**src/rtl/oled_pkg.sv**
```systemverilog
// oled_pkg: SSD1306 constants and the I2C write engine state encoding
package oled_pkg;
  localparam logic [7:0] OLED_SLAVE_ADDR = 8'h78;
  localparam logic [7:0] OLED_CTRL_CMD = 8'h00;
  localparam logic [7:0] OLED_CTRL_DATA = 8'h40;
  localparam int OLED_XFER_QUARTERS = 116;
  typedef enum logic [2:0] {IDLE, START, BIT, STOP, DONE} oled_state_e;
endpackage

```
**src/rtl/i2c_quarter_tick.sv**
```systemverilog
// i2c_quarter_tick: one-cycle tick every CLK_DIV cycles while run is high
// ports: clk, rst_n (sync, active-low), run (count enable, restarts at 0 when low), tick (terminal count)
module i2c_quarter_tick #(
  parameter int CLK_DIV = 125
) (
  input  logic clk,
  input  logic rst_n,
  input  logic run,
  output logic tick
);
  logic [15:0] cnt;
  assign tick = run && cnt == 16'(CLK_DIV - 1);
  always_ff @(posedge clk)
    if (!rst_n || !run) cnt <= '0;
    else cnt <= tick ? '0 : cnt + 16'd1;
endmodule

```
**src/rtl/oled_i2c_wr.sv**
```systemverilog
// oled_i2c_wr: I2C write engine sending SLAVE_ADDR, reg_addr, reg_data per request
// ports: clk, rst_n (sync, active-low); i2c_wen/reg_addr/reg_data request (latched on acceptance);
//        i2c_done one-cycle end pulse, busy, ack_err sticky NACK; scl push-pull, sda_oe pulls SDA low, sda_i pad input
module oled_i2c_wr
  import oled_pkg::*;
#(
  parameter int CLK_DIV = 125,
  parameter logic [7:0] SLAVE_ADDR = OLED_SLAVE_ADDR
) (
  input  logic       clk,
  input  logic       rst_n,
  input  logic       i2c_wen,
  input  logic [7:0] reg_addr,
  input  logic [7:0] reg_data,
  output logic       i2c_done,
  output logic       busy,
  output logic       ack_err,
  output logic       scl,
  output logic       sda_oe,
  input  logic       sda_i
);
  oled_state_e state, state_n;
  logic [1:0] q, byte_idx;
  logic [3:0] bit_idx;
  logic [7:0] sh, ra, rd;
  logic ack_bit, tick, q_end, ack_slot, scl_c, sda_c;
  assign busy = state inside {START, BIT, STOP};
  assign i2c_done = state == DONE;
  assign q_end = tick && q == 2'd3;
  assign ack_slot = bit_idx == 4'd8;
  i2c_quarter_tick #(.CLK_DIV(CLK_DIV)) u_tick (
    .clk  (clk),
    .rst_n(rst_n),
    .run  (busy),
    .tick (tick)
  );
  always_comb begin
    state_n = state;
    case (state)
      IDLE:  if (i2c_wen) state_n = START;
      START: if (q_end) state_n = BIT;
      BIT:   if (q_end && ack_slot && (ack_bit || byte_idx == 2'd2)) state_n = STOP;
      STOP:  if (q_end) state_n = DONE;
      default: state_n = IDLE;
    endcase
  end
  // Pin levels are decoded from the quarter and registered so SCL/SDA never glitch.
  always_comb begin
    scl_c = state == START ? q != 2'd3 : state == BIT ? q[1] : state == STOP ? q != 2'd0 : 1'b1;
    sda_c = state == START ? q != 2'd0 : state == BIT ? !ack_slot && !sh[7] : state == STOP ? !q[1] : 1'b0;
  end
  always_ff @(posedge clk) begin
    if (!rst_n) begin
      state    <= IDLE;
      q        <= '0;
      bit_idx  <= '0;
      byte_idx <= '0;
      sh       <= '0;
      ra       <= '0;
      rd       <= '0;
      ack_bit  <= 1'b0;
      ack_err  <= 1'b0;
      scl      <= 1'b1;
      sda_oe   <= 1'b0;
    end else begin
      state  <= state_n;
      scl    <= scl_c;
      sda_oe <= sda_c;
      if (state == IDLE && i2c_wen) begin
        ra       <= reg_addr;
        rd       <= reg_data;
        sh       <= SLAVE_ADDR;
        ack_err  <= 1'b0;
        q        <= '0;
        bit_idx  <= '0;
        byte_idx <= '0;
      end
      if (tick) q <= q + 2'd1;
      if (state == BIT && tick && q == 2'd2 && ack_slot) ack_bit <= sda_i;
      if (state == BIT && q_end) begin
        bit_idx <= ack_slot ? 4'd0 : bit_idx + 4'd1;
        if (ack_slot) begin
          byte_idx <= byte_idx + 2'd1;
          sh       <= byte_idx == 2'd0 ? ra : rd;
          if (ack_bit) ack_err <= 1'b1;
        end else sh <= {sh[6:0], 1'b0};
      end
    end
  end
endmodule

```
**config.mk**
```make
export PLATFORM = sky130hd
export DESIGN_NAME = oled_i2c_wr
export DESIGN_NICKNAME = d
export VERILOG_FILES = /design/src/rtl/oled_pkg.sv /design/src/rtl/i2c_quarter_tick.sv /design/src/rtl/oled_i2c_wr.sv
export SDC_FILE = /design/constraint.sdc
export NUM_CORES = 1
export LEC_CHECK = 0
export ABC_AREA = 1
export CORE_ASPECT_RATIO = 0.5
export CORE_UTILIZATION = 44
export CTS_CLUSTER_SIZE = 16
export DETAILED_ROUTE_END_ITERATION = 8
export GPL_TIMING_DRIVEN = 0
export PLACE_DENSITY = 0.66
export SLEW_MARGIN = 25
export SYNTH_ARGS = -nofsm -noshare
export SYNTH_HDL_FRONTEND = slang
export SYNTH_SLANG_ARGS = --single-unit
```
**constraint.sdc**
```tcl
create_clock -name clk -period 2.3 [get_ports clk]
set_input_delay 0.23 -clock clk [delete_from_list [all_inputs] [get_ports clk]]
set_output_delay 0.23 -clock clk [all_outputs]
set_load 0.005 [all_outputs]
```
==> results.ini <==
[critical_path]
startpoint_type = flop
reg2reg_depth = 5
crit_slowest_cell = sky130_fd_sc_hd__clkbuf_1
critical_path.max_fanout = 10
critPathMaxStageDelay_ns = 0.42
worstPathBufferInverterCount = 1
cp_data_required_time_ns = 2.49
critPathKind = flop to flop
worst_setup_path_end_kind = flop
critical_path_depth = 5
path_cells = ha_1 > clkbuf_1 > nand4_2 > o21ai_0 > nor2_1
crit_path_arrival_time_ns = 1.93
path_delay_family = buffers and inverters

[clocking]
cts_tree = done
cts_resized = 0
cts_root_buf = sky130_fd_sc_hd__clkbuf_16
cts_made_buffers = 5
cts-htree-levels = 2
clock_sink_count = 55
cts-hold-fix-buffers = 0
clk_transition_reported_paths_ns = 0.06
clk_latency_ns = 0.29
cts_buffer_depth = 2
postCtsSetupRepairBufs = 0

[detailed_routing]
routed_wire_length_per_instance_um = 12.18
via_count = 2514
post-route-drc-count = 0
first_pass_iters = 5
finalWirelength_um = 6051
initialDrtViolationCount = 208
vias_per_cell = 5.058
postRouteAntennaNets = 0

[global_routing]
largest_net_degree_at_the_start_of_global_routing = 16
global_route.usage.met1_pct = 26.44
grtUsageMet3_pct = 5.126
grt_first_pass_wirelength_um = 10420
grt_overflow = 0
gr-usage-all-layers_pct = 20.35
grt_antenna_before_repair = 0
first_global_vias = 2367
gr-usage-met2_pct = 33.54
grt.busiest_layer = met2

[synthesis]
number_of_flops_mapped_to_enable_cells_by_yosys = 0
synth_nets = 411
synthCells = 382
syn-cell-area_um2 = 2753
synthAdderAreaFrac_pct = 4.091
synth_compound_area_share_pct = 15.50
postSynth.asyncResetShare_pct = 0
yosysSeqAreaShare_pct = 40.00
dominantRegCellSynth = sky130_fd_sc_hd__dfxtp_1
synthDistinctLibCells = 34
synth_simple_gate_area_share_pct = 29.14
synth_seq_cells = 55
fraction_of_synthesized_area_in_multiplexers_pct = 0
ys_warn_count = 0
synthXorXnorAreaFrac_pct = 1.591
synth.avg_cell_area_um2 = 7.206
main_combinational_cell_family_by_area_after_synthesis = simple AND/OR/NAND/NOR gates

[power_and_ir_drop]
power.static_leakage_nw = 1.252
power.density_nw_per_um2 = 836.4
finalPower_w = 0.002724
peakVddDrop_v = 0.0003792

[floorplanning]
row_count = 19
fp.dieArea_um2 = 6596
initial_core_util_pct = 47.85
dieWidth_um = 113.9
floorplan.core_area_um2 = 5753
die_y_extent_um = 57.93
pin_count = 25

[finish]
nNetsFinal = 442
final_layout_size_suffix_gt1_share_pct = 7.264
finalCoreUtilization_pct = 56.61
synthToLayoutAreaGrowth_pct = 18.32
antenna_cells_inserted = 0
fillers = 589
final_cell_area_um2 = 3257

[place]
detailed_place.area_um2 = 3098
io_buffer_count = 24
place_ws_ns = 0.3170
dpl.hpwl_um = 4379
globalplace.congestion = 0.8424

[timing]
final.min_clock_period_ns = 1.745
tightest_slew_ns = 0.5137
rsz0062_at_grt = no
finalSetupTns_ns = 0
layout_setup_ws_ns = 0.5546
post-route-period-util_pct = 75.89
slew_violations = 0
timing.max_slew.rel_slack_pct = 65.75
setup_viols_final = 0
max_freq_ghz = 0.5729
worst_clock_skew_ns = 0.006367
timing.final.hold_violations = 0

[status]
run_status = completed

[job]
max-cap-violations = 0

[worst_hold_path]
worst_hold_path_type = flop to flop
worst_hold_path.num_cells = 2

-- synth_stat cells, types with 2 or more instances --
cell                       count  area, um^2
sky130_fd_sc_hd__o21ai_0      36       180.2
sky130_fd_sc_hd__or2_2         2       12.51
sky130_fd_sc_hd__o21a_1        3       22.52
sky130_fd_sc_hd__clkbuf_1      7       26.28
sky130_fd_sc_hd__a21oi_1      39       195.2
sky130_fd_sc_hd__nor2_2        5       31.28
sky130_fd_sc_hd__nand3_2       3       30.03
sky130_fd_sc_hd__or2_0         3       18.77
sky130_fd_sc_hd__xor2_1        4       35.03
sky130_fd_sc_hd__dfxtp_1      55        1101
sky130_fd_sc_hd__nand2_1      64       240.2
sky130_fd_sc_hd__nand3_1      27       135.1
sky130_fd_sc_hd__nor3_1        5       25.02
sky130_fd_sc_hd__inv_1        50       187.7
sky130_fd_sc_hd__ha_1          9       112.6
sky130_fd_sc_hd__buf_2         6       30.03
sky130_fd_sc_hd__nand4_1      13       81.33
sky130_fd_sc_hd__nor2_4        2       22.52
sky130_fd_sc_hd__nor2_1       34       127.6
-- sequential cells by signal, summed over array words and instances (netlist names) --
| name | flops |
|---|---|
| u_tick.cnt | 16 |
| ra | 8 |
| rd | 8 |
| sh | 8 |
| bit_idx | 4 |
| state | 3 |
| byte_idx | 2 |
| q | 2 |
| ack_bit | 1 |
| ack_err | 1 |
| scl | 1 |
| sda_oe | 1 |
-- cell families after synthesis --
kind of cell,Yosys count
AOI/OAI and AO/OA,82
xor gates and xnor gates,5
adders and majority gates,9
buffers and inverters,66
DFF,55
and+or+nand+nor,165
-- layout make-up --
cell class,instances,area (um^2),area share (%)
buffer,15,75.07,2.305
clock buffer,6,128.9,3.957
clock inverter,1,30.03,0.9220
inverter,51,191.4,5.878
multi-input combinational,261,1385,42.53
sequential,55,1101,33.81
tap,84,105.1,3.227
timing repair buffer,24,240.2,7.376
-- where the power goes --
| group | internal, W | switching, W |
|---|---|---|
| sequential | 0.00110 | 0.0000725 |
| clock | 0.000509 | 0.000330 |
| combinational | 0.000273 | 0.000438 |
-- placed cells by master, fill, tap and decap left out, drive strengths merged, types with 3 or more instances in the layout --
cell and instances:
clkdlybuf4s50 24, nand3 31, a21oi 39, o21a 3, inv 51, xor2 4
nand4 14, nand2 64, ha 9, nor2 42, or2 5, buf 8
dfxtp 55, nor3 5, clkbuf 13, o21ai 37
-- stage by stage --
step,hold slack [ns],std cells
finish,0.4481,497
CTS,0.4498,497
global placement,0.4340,490
global route,0.4748,497
detailed placement,0.4389,490
floorplan,0.3927,382
-- tightest hold or removal path: stages, from the launching register on --
cell                      delay [ns]
sky130_fd_sc_hd__dfxtp_1        0.31
sky130_fd_sc_hd__inv_1          0.05
sky130_fd_sc_hd__a21oi_1        0.05
-- worst paths after layout --
check / slack [ns] / to / startpoint
worst max register to register: 0.55 / sh[6]$_SDFFE_PN0P_ / q[1]$_SDFFE_PN0P_
worst min-delay path: 0.45 / ra[0]$_SDFFE_PN0P_ / ra[0]$_SDFFE_PN0P_
worst min register to register: 0.45 / ra[0]$_SDFFE_PN0P_ / ra[0]$_SDFFE_PN0P_
worst max-delay path: 0.55 / sh[6]$_SDFFE_PN0P_ / q[1]$_SDFFE_PN0P_
-- layer usage --
metal | vias to the layer above | wire, um
met4 | 0 | 82
li1 | 1308 | -
met1 | 1146 | 2939
met5 | - | 0
met3 | 9 | 278
met2 | 51 | 2750
No activity file was read; power rests on OpenSTA's default activity.
